<file path="src/rtl/fetch_queue_unit.sv">
// Instruction-fetch front end: credit-limited imem requests, in-order instruction
// queue to decode, redirect with discard of in-flight responses, sticky halt.
module fetch_queue_unit #(
  parameter int unsigned     PC_W     = 9,
  parameter int unsigned     INS_W    = 32,
  parameter int unsigned     DEPTH    = 4,
  parameter logic [PC_W-1:0] RESET_PC = '0,
  parameter logic [6:0]      HALT_OPC = 7'b1111111
) (
  input  logic                       clk,
  input  logic                       reset,
  output logic                       imem_req_valid,
  input  logic                       imem_req_ready,
  output logic [PC_W-1:0]            imem_req_addr,
  input  logic                       imem_rsp_valid,
  input  logic [INS_W-1:0]           imem_rsp_data,
  input  logic                       redirect_valid,
  input  logic [PC_W-1:0]            redirect_pc,
  input  logic                       id_ready,
  output logic                       id_valid,
  output logic [PC_W-1:0]            id_pc,
  output logic [INS_W-1:0]           id_instr,
  output logic                       halted,
  output logic [$clog2(DEPTH+1)-1:0] occupancy
);

  localparam int unsigned CNT_W = $clog2(DEPTH + 1);
  localparam int unsigned SUM_W = CNT_W + 1;
  localparam int unsigned PTR_W = $clog2(DEPTH);

  logic [PC_W-1:0]  pc;
  logic [CNT_W-1:0] outstanding;
  logic [CNT_W-1:0] drop_cnt;
  logic [PTR_W-1:0] tag_wr, tag_rd;
  logic [PTR_W-1:0] q_wr, q_rd;

  logic [PC_W-1:0]  tag_pc  [DEPTH];
  logic [PC_W-1:0]  q_pc    [DEPTH];
  logic [INS_W-1:0] q_instr [DEPTH];

  logic             credit_ok;
  logic             accept;
  logic             drop;
  logic             tag_pop;
  logic             push;
  logic             pop;
  logic             halt_set;
  logic             flush;
  logic [PC_W-1:0]  head_pc;
  logic [INS_W-1:0] head_instr;

  // Issue credit, response routing and head presentation.
  always_comb begin
    credit_ok      = ({1'b0, outstanding} + {1'b0, occupancy}) < SUM_W'(DEPTH);
    imem_req_valid = !reset && !halted && !redirect_valid && credit_ok;
    imem_req_addr  = pc;
    accept         = imem_req_valid && imem_req_ready;
    drop           = imem_rsp_valid && (drop_cnt != '0);
    tag_pop        = imem_rsp_valid && (drop_cnt == '0);
    push           = tag_pop && !halted;
    head_pc        = q_pc[q_rd];
    head_instr     = q_instr[q_rd];
    id_valid       = (occupancy != '0) && !halted;
    id_pc          = id_valid ? head_pc : '0;
    id_instr       = id_valid ? head_instr : '0;
    pop            = id_valid && id_ready;
    halt_set       = pop && (head_instr[6:0] == HALT_OPC) && !redirect_valid;
    flush          = redirect_valid || halt_set || halted;
  end

  // Control state: PC, credit counters, FIFO pointers, halt flag.
  always_ff @(posedge clk) begin
    if (reset) begin
      pc          <= RESET_PC;
      outstanding <= '0;
      drop_cnt    <= '0;
      tag_wr      <= '0;
      tag_rd      <= '0;
      q_wr        <= '0;
      q_rd        <= '0;
      occupancy   <= '0;
      halted      <= 1'b0;
    end else begin
      outstanding <= outstanding + CNT_W'(accept) - CNT_W'(imem_rsp_valid);
      halted      <= halted | halt_set;
      if (redirect_valid) begin
        // Everything still in flight after this cycle belongs to the old path.
        pc       <= redirect_pc;
        drop_cnt <= outstanding - CNT_W'(imem_rsp_valid);
        tag_wr   <= '0;
        tag_rd   <= '0;
      end else begin
        if (accept) begin
          pc     <= pc + PC_W'(4);
          tag_wr <= tag_wr + PTR_W'(1);
        end
        if (drop) drop_cnt <= drop_cnt - CNT_W'(1);
        if (tag_pop) tag_rd <= tag_rd + PTR_W'(1);
      end
      if (flush) begin
        q_wr      <= '0;
        q_rd      <= '0;
        occupancy <= '0;
      end else begin
        if (push) q_wr <= q_wr + PTR_W'(1);
        if (pop) q_rd <= q_rd + PTR_W'(1);
        occupancy <= occupancy + CNT_W'(push) - CNT_W'(pop);
      end
    end
  end

  // Storage: PC tags recorded at issue, instruction queue written on response.
  always_ff @(posedge clk) begin
    if (accept) tag_pc[tag_wr] <= pc;
    if (push && !flush) begin
      q_instr[q_wr] <= imem_rsp_data;
      q_pc[q_wr]    <= tag_pc[tag_rd];
    end
  end

  // A response with nothing outstanding means the memory broke the protocol.
  assert property (@(posedge clk) disable iff (reset) !(imem_rsp_valid && (outstanding == '0)));

endmodule

</file>
<file path="config.mk">
export PLATFORM = sky130hd
export DESIGN_NAME = fetch_queue_unit
export DESIGN_NICKNAME = d
export VERILOG_FILES = /design/src/rtl/fetch_queue_unit.sv
export SDC_FILE = /design/constraint.sdc
export NUM_CORES = 1
export LEC_CHECK = 0
export CAP_MARGIN = 20
export CORE_UTILIZATION = 50
export DETAILED_ROUTE_END_ITERATION = 12
export DONT_BUFFER_PORTS = 1
export GPL_TIMING_DRIVEN = 0
export MAX_ROUTING_LAYER = met4
export PLACE_DENSITY = 0.68
export SETUP_SLACK_MARGIN = 0.1
export SLEW_MARGIN = 15
export SYNTH_ARGS = -nofsm -noshare
export SYNTH_HDL_FRONTEND = slang
export SYNTH_SLANG_ARGS = --single-unit
</file>
<file path="constraint.sdc">
create_clock -name clk -period 5.7 [get_ports clk]
set_input_delay 0.855 -clock clk [delete_from_list [all_inputs] [get_ports clk]]
set_output_delay 0.855 -clock clk [all_outputs]
set_load 0.01 [all_outputs]
</file>
After elaboration in Yosys (flattened, before gate mapping) --
Memory sizes are Yosys's and may differ from the RTL's. A register that Yosys moved wholly into a read port is not among the register bits. Index checks and enable logic that the tools add are counted. Widths: inputs -> output; s select.
Word-level totals: RAM bits 200, output and inout bits 56, memories 3, logic and storage cells 68, bits in registers 27, input bits 47
Memory list:
- q_instr | depth 4, width 32, read ports 1, clocked after Yosys merged registers in 1, wr ports 1, RTL line 39 | logic [INS_W-1:0] q_instr [DEPTH];
- q_pc | depth 4, width 9, read ports 1, clocked after Yosys merged registers in 1, wr ports 1, RTL line 38 | logic [PC_W-1:0] q_pc [DEPTH];
- tag_pc | depth 4, width 9, read ports 1, clocked after Yosys merged registers in 1, wr ports 1, RTL line 37 | logic [PC_W-1:0] tag_pc [DEPTH];
Operators by class: bitwise gates (word level) 1, add/subtract/negate cells 12, magnitude comparators 1, multiplexer cells 16, reductions and logical operators 25, eq/ne operators 1
Operators by type and width (count):
- $mux 32 | 1
- $mux 9 | 3
- $logic_and 1x1->1 | 12
- $mux 2 | 6
- $add 9x3->9 const B | 1
- $sub 3x1->3 | 3
- $add 2x1->2 const B | 4
- $eq 7x7->1 const B | 1
- $add 3x1->3 | 2
- $mux 3 | 2
- $reduce_bool 3->1 | 2
- $add 3x3->4 | 1
- $logic_not 1->1 | 4
- $lt 4x3->1 const B | 1
- $mux 1 | 4
- $reduce_bool 2->1 | 2
- $reduce_or 2->1 | 2
- $logic_not 3->1 | 1
- $sub 3x1->3 const B | 1
- $logic_or 1x1->1 | 2
- $or 1x1->1 | 1

Longest topological paths before layout --
Gate-level depths: netlist of run 1.
word-level depth 11, gate-level depth with buffers 13, gate-level depth less buffers 12

Worst setup path after synthesis of run 1 --
Ideal clock, no wire load.
path kind reg2reg, start reg with a tool-made name, end mem q_instr[0][0] (enable), data required time 5.261 ns, buffers on the path 3, cell stages (with the launch flop) 8, period minus slack after synthesis 3.702 ns, path slack 1.998 ns, arrival time 3.262 ns, setup time 0.439 ns, path through dfxtp_1 buf_6 buf_12 mux4_2 and2_1 and4_4 buf_6 nor2_1
RTL lines (RTL line):
- end: declaration | 39

==> results of run 1 <==
-- through the flow --
step	total power [mW]	setup WS [ps]	hold WS [ps]	instance area, um2	utilization
finish	3.68	2180	442	10300	0.573
global route	3.82	2010	421	10300	0.573
CTS	3.72	2110	422	10300	0.573
detailed placement	2.28	2570	546	9600	0.532
global placement	2.26	105	518	9490	0.526
floorplan	2.20	2000	501	9200	-
-- Yosys cell counts, types with 3 or more instances --
library cell	instances	area, um2
ha_1	19	238
inv_1	17	63.8
xnor2_1	11	96.3
dfxtp_1	31	621
clkbuf_1	14	52.6
and2_1	46	288
nor3b_1	5	37.5
nand2b_1	4	25.0
nand3b_1	3	22.5
nand2_1	5	18.8
a211oi_1	3	22.5
nand3_1	10	50.1
buf_2	4	20.0
mux2i_1	4	40.0
mux4_2	45	1010
edfxtp_1	200	6010
nor3_1	13	65.1
nor2_1	11	41.3
nor2b_1	3	18.8
mux4_1	5	131
a21oi_1	5	25.0
-- layer usage --
layer,vias up,routed length [um],share of wire
li1,1988,-,-
met1,2199,6600,0.41
met2,126,7920,0.49
met3,28,1150,0.072
met4,0,369,0.023
met5,-,0,0
-- report_power, final --
part | internal [mW] | switching [mW]
registers | 1.90 | 0.0351
clock network | 0.846 | 0.599
logic | 0.130 | 0.174
-- final cells by class --
cell class / count / area share
Clock inverter: 10 / 0.00763
Inverter: 18 / 0.00654
Timing Repair Buffer: 4 / 0.00775
Sequential cell: 231 / 0.641
Multi-Input combinational cell: 220 / 0.234
Buffer: 23 / 0.0119
Clock buffer: 32 / 0.0632
Tap cell: 229 / 0.0277
-- sequential cells by signal, summed over array words and instances, names as in the netlist, named ones only --
register and flops:
q_instr 128, q_pc 36, tag_pc 36, imem_req_addr 9, drop_cnt 3, occupancy 3
outstanding 3, q_rd 2, q_wr 2, tag_rd 2, tag_wr 2, halted 1
-- worst max-delay path, delay by kind of cell (launching register included) --
kind                   cells  cell delay [ps]
multiplexers               1              430
flip-flops                 1              450
buffers and inverters      2             1070
AND/OR/NAND/NOR            1              210
-- cells by family (layout without fill, tap and decap cells) --
| kind of cell | count (synthesis) | count (layout) |
|---|---|---|
| compound gates | 22 | 22 |
| flops | 231 | 231 |
| simple gates | 111 | 111 |
| mux | 54 | 54 |
| xor+xnor | 12 | 12 |
| fa+ha+maj | 21 | 21 |
| buf+inv | 41 | 87 |
-- path summary, 6_finish.rpt --
| path | to | slack (ps) | depth (start not counted) |
|---|---|---|---|
| hold / removal | q_instr[3][28]$_DFFE_PP_ | 440 | 0 |
| setup reg to reg | q_instr[2][10]$_DFFE_PP_ | 2590 | 7 |
| setup / recovery | id_pc[6] | 2180 | 4 |
| hold reg to reg | flip-flop | 550 | 2 |
==> results.sh, run 1 <==
export IMPL_vias_per_cell=5.66
export IMPL_drive_gt1_frac=0.182
export IMPL_numPortBuffers=0
export IMPL_yosys_area_share_simple=0.0713
export IMPL_grtUsageMet2=0.304
export IMPL_max_freq_mhz=284
export IMPL_clkTransAtPathRegs_ps=60
export IMPL_synth_cell_types=46
export IMPL_clock_sinks=231
export IMPL_clkLatencyLatePin_ps=500
export IMPL_drc=0
export IMPL_htree_levels=1
export IMPL_cp_max_fo=10
export IMPL_worstPathArrival_ps=2660
export IMPL_synth_edf_count=200
export IMPL_post_cts_setup_buffers=0
export IMPL_period_share=0.617
export IMPL_synth_top_family_by_area="multiplexers"
export IMPL_setup_tns_ps=0
export IMPL_overflow=0
export IMPL_syn_inst=492
export IMPL_drt_total_wl_mm=16.0
export IMPL_hold_violations=0
export IMPL_synth_nets=560
export IMPL_cts_hold_buf=0
export IMPL_via_count=4341
export IMPL_met1_usage=0.221
export IMPL_cts_path_max_buffers=3
export IMPL_drtIter0Drc=227
export IMPL_cts_tree="built"
export IMPL_multi_input_area_um2=2410
export IMPL_gr_usage_met3=0.0394
export IMPL_async_flop_share=0
export IMPL_register_area_um2=6630
export IMPL_cpPeakStageDelay_ps=560
export IMPL_synth_compound_area_frac=0.0175
export IMPL_grt_pass1_wl_mm=25.0
export IMPL_grt_total_usage=0.182
export IMPL_worst_setup_path_type="reg -> out"
export IMPL_yosysWarnings=0
export IMPL_worstMarginPinSlew_ps=769
export IMPL_cts_resized=0
export IMPL_diodes=0
export IMPL_drtAntennaViolNets=0
export IMPL_finClkSkew_ps=5.84
export IMPL_crit_required_ps=4850
export IMPL_place_hpwl_mm=10.4
export IMPL_final_common_cell="edfxtp_1"
export IMPL_grt_setup_unrepaired="false"
export IMPL_routedWlPerCell_um=20.9
export IMPL_die_y_um=138
export IMPL_firstDrtPassIters=4
export IMPL_yosysSeqAreaShare=0.720
export IMPL_irDropWorstVdd_v=0.000248
export IMPL_cts_root_buffer="clkbuf_16"
export IMPL_synth_flop_cell="edfxtp_1"
export IMPL_synthXorXnorAreaFrac=0.0114
export IMPL_die_area_um2=18900
export IMPL_grt_busiest_layer="met2"
export IMPL_drv_slew=0
export IMPL_area_growth_pct=12.3
export IMPL_setup_violations=0
export IMPL_cpMostUsedCell="clkbuf_1"
export IMPL_avgSynthCellArea_um2=18.7
export IMPL_final_nets=589
export IMPL_yosys_register_bits=231
export IMPL_final_cell_mix="edfxtp_1, and2_1, mux4_2"
export IMPL_cp_end_kind="primary output"
export IMPL_crit_slowest_cell="clkbuf_1"
export IMPL_holdCritStartpoint="imem_rsp_data[28]"
export IMPL_dp_cells=725
export IMPL_synthesis_area_um2=9200
export IMPL_synthAdderAreaFrac=0.0302
export IMPL_die_w_um=138
export IMPL_rows=49
export IMPL_cts_buffers=23
export IMPL_status="finished clean"
export IMPL_path_cells="clkbuf_1 > clkbuf_1 > mux4_2 > and2_1"
export IMPL_gp_congestion=0.768
export IMPL_core_um2=18000
export IMPL_grt_max_degree=25
export IMPL_ios=103
export IMPL_antenna_found_initial=0
export IMPL_drv_cap=0
export IMPL_start_kind="flip-flop"
export IMPL_nFillCells=1352
export IMPL_yosys_mux_area_fraction=0.129
export IMPL_grt_pass1_vias=4607
export IMPL_relSlewSlack=0.488
export IMPL_power_density_nw_per_um2=356
export IMPL_p_leak_nw=3.35
export IMPL_final_cells=767
export IMPL_finalCriticalPeriod_ps=3520
export IMPL_hold_class="in -> reg"
export IMPL_start_util=0.510
Note: power is estimated with default switching activity, not from simulation.
==> inputs of run 2 (changes only) <==
--- a/config.mk
+++ b/config.mk
@@ -11,7 +11,7 @@
 export DONT_BUFFER_PORTS = 1
 export GPL_TIMING_DRIVEN = 0
 export MAX_ROUTING_LAYER = met4
-export PLACE_DENSITY = 0.68
+export PLACE_DENSITY = 0.71
 export SETUP_SLACK_MARGIN = 0.1
 export SLEW_MARGIN = 15
 export SYNTH_ARGS = -nofsm -noshare
==> constraint.sdc (replaced) <==
create_clock -name clk -period 3.2 [get_ports clk]
set_input_delay 0.48 -clock clk [delete_from_list [all_inputs] [get_ports clk]]
set_output_delay 0.48 -clock clk [all_outputs]
set_load 0.01 [all_outputs]
==> results.sh, run 2 (same netlist as run 1, synthesis figures left out) <==
export IMPL_largest_reg_flops=128
export IMPL_via_count=4361
export IMPL_firstDrtPassIters=4
export IMPL_core_um2=18000
export IMPL_drive_gt1_frac=0.190
export IMPL_multi_input_area_um2=2410
export IMPL_cts_root_buffer="clkbuf_16"
export IMPL_setup_violations=0
export IMPL_vias_per_cell=5.66
export IMPL_whs_endpoint="q_instr[2][30]$_DFFE_PP_"
export IMPL_drt_total_wl_mm=16.1
export IMPL_whs_path_depth=0
export IMPL_cp_max_fo=7
export IMPL_drc=0
export IMPL_period_share=0.885
export IMPL_start_util=0.510
export IMPL_place_hpwl_mm=10.7
export IMPL_holdCritStartpoint="imem_rsp_data[30]"
export IMPL_routedWlPerCell_um=20.8
export IMPL_p_leak_nw=3.41
export IMPL_grt_setup_unrepaired="false"
export IMPL_path_cells="inv_1 > ha_1 > and3b_1 > clkbuf_1 > nor2b_1 > inv_1 > ha_1 > inv_1 > ha_1 > fa_1 > xnor2_1 > xnor2_1 > nor3_1"
export IMPL_final_cell_mix="edfxtp_1, and2_1, mux4_2"
export IMPL_start_kind="flip-flop"
export IMPL_die_w_um=138
export IMPL_setup_tns_ps=0
export IMPL_diodes=0
export IMPL_gp_congestion=0.761
export IMPL_clkLatencyLatePin_ps=510
export IMPL_cts_path_max_buffers=3
export IMPL_drv_cap=0
export IMPL_grt_pass1_wl_mm=25.0
export IMPL_clkTransAtPathRegs_ps=60
export IMPL_cts_tree="built"
export IMPL_r2r_slack_ps=370
export IMPL_p_switching_mw=1.45
export IMPL_largestRegisters="q_instr x128, q_pc x36, tag_pc x36"
export IMPL_hold_class="in -> reg"
export IMPL_nFillCells=1325
export IMPL_power_mw=6.55
export IMPL_cts_buffers=23
export IMPL_max_freq_mhz=353
export IMPL_area_growth_pct=13.6
export IMPL_cpPeakStageDelay_ps=380
export IMPL_final_nets=593
export IMPL_grt_total_usage=0.182
export IMPL_antenna_found_initial=0
export IMPL_overflow=0
export IMPL_htree_levels=1
export IMPL_cp_end_kind="flip-flop"
export IMPL_clockPowerShare=0.390
export IMPL_reg2reg_from="drop_cnt[0]$_SDFFE_PP0P_"
export IMPL_ios=103
export IMPL_drtIter0Drc=254
export IMPL_fin_util=0.580
export IMPL_worst_setup_path_type="reg -> reg"
export IMPL_swShare=0.221
export IMPL_numPortBuffers=0
export IMPL_p_comb_frac=0.084
export IMPL_power_density_nw_per_um2=627
export IMPL_p_seq_frac=0.526
export IMPL_r2r_end="occupancy[2]$_SDFF_PP0_"
export IMPL_drtAntennaViolNets=0
export IMPL_finClkSkew_ps=14.3
export IMPL_grt_pass1_vias=4654
export IMPL_post_cts_setup_buffers=0
export IMPL_top_register="q_instr"
export IMPL_hold_violations=0
export IMPL_status="finished clean"
export IMPL_clock_sinks=231
export IMPL_worstPathArrival_ps=3210
export IMPL_crit_required_ps=3580
export IMPL_dp_cells=729
export IMPL_die_y_um=138
export IMPL_finalCriticalPeriod_ps=2830
export IMPL_final_common_cell="edfxtp_1"
export IMPL_power_internal_mw=5.10
export IMPL_relSlewSlack=0.478
export IMPL_irDropWorstVdd_v=0.000435
export IMPL_grt_max_degree=23
export IMPL_die_area_um2=18900
export IMPL_r2r_cells=13
export IMPL_worstMarginPinSlew_ps=784
export IMPL_crit_slowest_cell="fa_1"
export IMPL_final_cells=770
export IMPL_rows=49
export IMPL_register_area_um2=6630
export IMPL_drv_slew=0
==> run 2: cell count changes in the layout (fill, tap and decap cells not counted), sizes merged <==
cell	previous run	this run
bufinv	1	2
buf	13	17
clkinvlp	1	2
inv	19	20
clkbuf	46	41
clkinv	7	8
==> run 2: worst max path at each step <==
stage | slack (ps) | endpoint | from | depth (start not counted)
after global routing | 110 | occupancy[2]$_SDFF_PP0_ | drop_cnt[0]$_SDFFE_PP0P_ | 13
final | 370 | occupancy[2]$_SDFF_PP0_ | drop_cnt[0]$_SDFFE_PP0P_ | 13
after floorplan | -500 | q_instr[0][0]$_DFFE_PP_ | flip-flop | 7
after detailed placement | 90 | q_instr[3][28]$_DFFE_PP_ | flip-flop | 8
after CTS | 310 | q_pc[3][5]$_DFFE_PP_ | flip-flop | 8
after global placement | -2290 | q_instr[2][7]$_DFFE_PP_ | flip-flop | 6
==> run 2: metrics by stage <==
| stage | setup WS (ps) | instance area [um2] | hold WS [ps] |
|---|---|---|---|
| 5_1_grt | 114 | 10500 | 45.6 |
| 6_report | 369 | 10500 | 64.6 |
| 2_1_floorplan | -502 | 9200 | 501 |
| 4_1_cts | 313 | 10500 | 47.1 |
| 3_5_place_dp | 92.8 | 9730 | 537 |
| 3_3_place_gp | -2290 | 9490 | 517 |
==> run 2: per-layer routing <==
layer,share of wire,global-route usage
met3,0.072,0.0397
met1,0.42,0.225
met4,0.016,0.0543
met5,0,-
met2,0.49,0.302
==> run 2: worst max-delay path: cells and delay by family, from the launching register on <==
family,cells,cell delay (ps)
xor+xnor,2,350
simple gates,3,550
buf+inv,4,500
flops,1,290
fa+ha+maj,4,1020
==> run 2: layout make-up <==
cell class	count	share of cell area
sequential	231	0.634
clock inverter	14	0.0122
tap	229	0.0274
timing repair buffer	8	0.0203
multi-input combinational	220	0.231
inverter	18	0.00646
buffer	23	0.0122
clock buffer	27	0.0565
==> run 2: power by group through the flow <==
stage / logic [mW] / clock network [mW] / registers, mW
after floorplan: 0.425 / 0 / 3.49
after global placement: 0.524 / 0 / 3.51
after detailed placement: 0.560 / 0 / 3.51
after CTS: 0.563 / 2.62 / 3.44
after global routing: 0.619 / 2.72 / 3.45
final: 0.548 / 2.56 / 3.44
==> run 2: what timing repair did <==
| item | 4_1_cts | 5_1_grt |
|---|---|---|
| hold buffers | 0 | 0 |
| resized for setup | 4 | 0 |
| setup endpoints to repair | 84 | 0 |
==> inputs of run 3 (changes only) <==
--- a/config.mk
+++ b/config.mk
@@ -11,7 +11,7 @@
 export DONT_BUFFER_PORTS = 1
 export GPL_TIMING_DRIVEN = 0
 export MAX_ROUTING_LAYER = met4
-export PLACE_DENSITY = 0.71
+export PLACE_DENSITY = 0.73
 export SETUP_SLACK_MARGIN = 0.1
 export SLEW_MARGIN = 15
 export SYNTH_ARGS = -nofsm -noshare
==> constraint.sdc (replaced) <==
create_clock -name clk -period 3.2 [get_ports clk]
set_input_delay 0.96 -clock clk [delete_from_list [all_inputs] [get_ports clk]]
set_output_delay 0.96 -clock clk [all_outputs]
set_load 0.01 [all_outputs]
==> results.sh, run 3 (same netlist as run 1, synthesis figures left out) <==
export IMPL_status="finished clean"
export IMPL_final_cell_mix="edfxtp_1, and2_1, mux4_2"
export IMPL_rows=49
export IMPL_worstMarginPinSlew_ps=759
export IMPL_cpMostUsedCell="clkbuf_4"
export IMPL_antenna_found_initial=0
export IMPL_cts_root_buffer="clkbuf_16"
export IMPL_final_cells=768
export IMPL_holdCritStartpoint="q_rd[1]$_SDFFE_PP0P_"
export IMPL_clkTransAtPathRegs_ps=60
export IMPL_grt_setup_unrepaired="false"
export IMPL_cp_end_kind="primary output"
export IMPL_power_internal_mw=5.23
export IMPL_r2r_end="q_instr[0][21]$_DFFE_PP_"
export IMPL_drtAntennaViolNets=0
export IMPL_power_density_nw_per_um2=636
export IMPL_hold_class="reg -> reg"
export IMPL_clkLatencyLatePin_ps=500
export IMPL_place_hpwl_mm=10.6
export IMPL_vias_per_cell=5.69
export IMPL_grt_pass1_wl_mm=24.8
export IMPL_clock_sinks=231
export IMPL_numPortBuffers=0
export IMPL_top_register="q_instr"
export IMPL_routedWlPerCell_um=20.8
export IMPL_r2r_cells=9
export IMPL_fin_util=0.580
export IMPL_grt_pass1_vias=4694
export IMPL_final_common_cell="edfxtp_1"
export IMPL_cts_tree="built"
export IMPL_crit_slowest_cell="dfxtp_1"
export IMPL_start_kind="flip-flop"
export IMPL_htree_levels=1
export IMPL_via_count=4368
export IMPL_die_area_um2=18900
export IMPL_max_freq_mhz=331
export IMPL_worstPathArrival_ps=2060
export IMPL_drc=0
export IMPL_finClkSkew_ps=9.43
export IMPL_swShare=0.214
export IMPL_cpPeakStageDelay_ps=440
export IMPL_grt_total_usage=0.180
export IMPL_diodes=0
export IMPL_finalCriticalPeriod_ps=3020
export IMPL_relSlewSlack=0.494
export IMPL_drtIter0Drc=296
export IMPL_largest_reg_flops=128
export IMPL_grt_max_degree=25
export IMPL_final_nets=591
export IMPL_area_growth_pct=13.7
export IMPL_ios=103
export IMPL_core_um2=18000
export IMPL_drv_cap=0
export IMPL_largestRegisters="q_instr x128, q_pc x36, tag_pc x36"
export IMPL_whs_path_depth=2
export IMPL_setup_tns_ps=0
export IMPL_p_leak_nw=3.42
export IMPL_cp_max_fo=10
export IMPL_hold_violations=0
export IMPL_overflow=0
export IMPL_path_cells="clkbuf_4 > clkbuf_4 > mux4_2 > and2_1"
export IMPL_drive_gt1_frac=0.199
export IMPL_whs_endpoint="q_rd[1]$_SDFFE_PP0P_"
export IMPL_p_seq_frac=0.517
export IMPL_period_share=0.944
export IMPL_dp_cells=727
export IMPL_gp_congestion=0.775
export IMPL_start_util=0.510
export IMPL_worst_setup_path_type="reg -> out"
export IMPL_p_comb_frac=0.084
export IMPL_r2r_slack_ps=340
export IMPL_setup_violations=0
export IMPL_crit_required_ps=2240
export IMPL_power_mw=6.66
export IMPL_drv_slew=0
export IMPL_die_y_um=138
export IMPL_cts_path_max_buffers=3
export IMPL_clockPowerShare=0.399
export IMPL_cts_buffers=23
export IMPL_irDropWorstVdd_v=0.000411
export IMPL_die_w_um=138
export IMPL_firstDrtPassIters=4
export IMPL_drt_total_wl_mm=16.0
export IMPL_whs_ps=536
export IMPL_p_switching_mw=1.43
run 3: changes by cell type in the layout (fill, tap and decap cells not counted), moves of 3 or more:
cell and change:
buf_2 -3, clkbuf_4 +4, clkbuf_1 -4, buf_6 +3, buf_16 -3
run 3: critical path, delay by kind of cell, from the launching register on:
kind                   cells  cell delay [ps]
buffers and inverters      2              550
multiplexers               1              350
AND/OR/NAND/NOR            1              210
flip-flops                 1              440
run 3: timing repair:
item                       4_1_cts  5_1_grt
hold buffers                     0        0
resized for setup               14        8
setup buffers                    0        0
setup endpoints to repair       52       20
run 3: final cells by class:
class	instances	area, um2
clock buffers	29	618
clock inverters	12	135
flip-flops and latches	231	6630
repair buffers	6	150
fillers	1324	7560
well taps	229	287
plain buffers	23	161
inverters	18	67.6
multi-input cells	220	2420
run 3: routing by layer:
layer	up-vias	track usage	part of all wire
met5	-	-	0
met4	0	0.0513	0.019
met3	24	0.0401	0.075
met2	128	0.306	0.50
met1	2223	0.215	0.41
li1	1993	-	-
run 3: power by group through the flow:
stage	clock network [mW]	registers, mW	logic [mW]
floorplan	0	3.49	0.425
global placement	0	3.51	0.523
finish	2.66	3.44	0.558
detailed placement	0	3.51	0.563
global route	2.82	3.46	0.630
CTS	2.72	3.45	0.570
run 3: worst max-delay path by stage:
stage,startpoint,endpoint,slack [ps]
after floorplan,flip-flop,q_instr[0][0]$_DFFE_PP_,-500
after global routing,flip-flop,id_pc[6],110
after detailed placement,redirect_valid,outstanding[2]$_SDFF_PP0_,30
after global placement,flip-flop,q_instr[3][29]$_DFFE_PP_,-2280
after CTS,flip-flop,id_instr[30],110
final,flip-flop,id_pc[6],180
run 3: stage by stage:
step / setup WS [ps] / instance area [um2]
after floorplan: -502 / 9200
after CTS: 107 / 10500
final: 179 / 10500
after global routing: 112 / 10500
after detailed placement: 27.0 / 9670
after global placement: -2280 / 9490
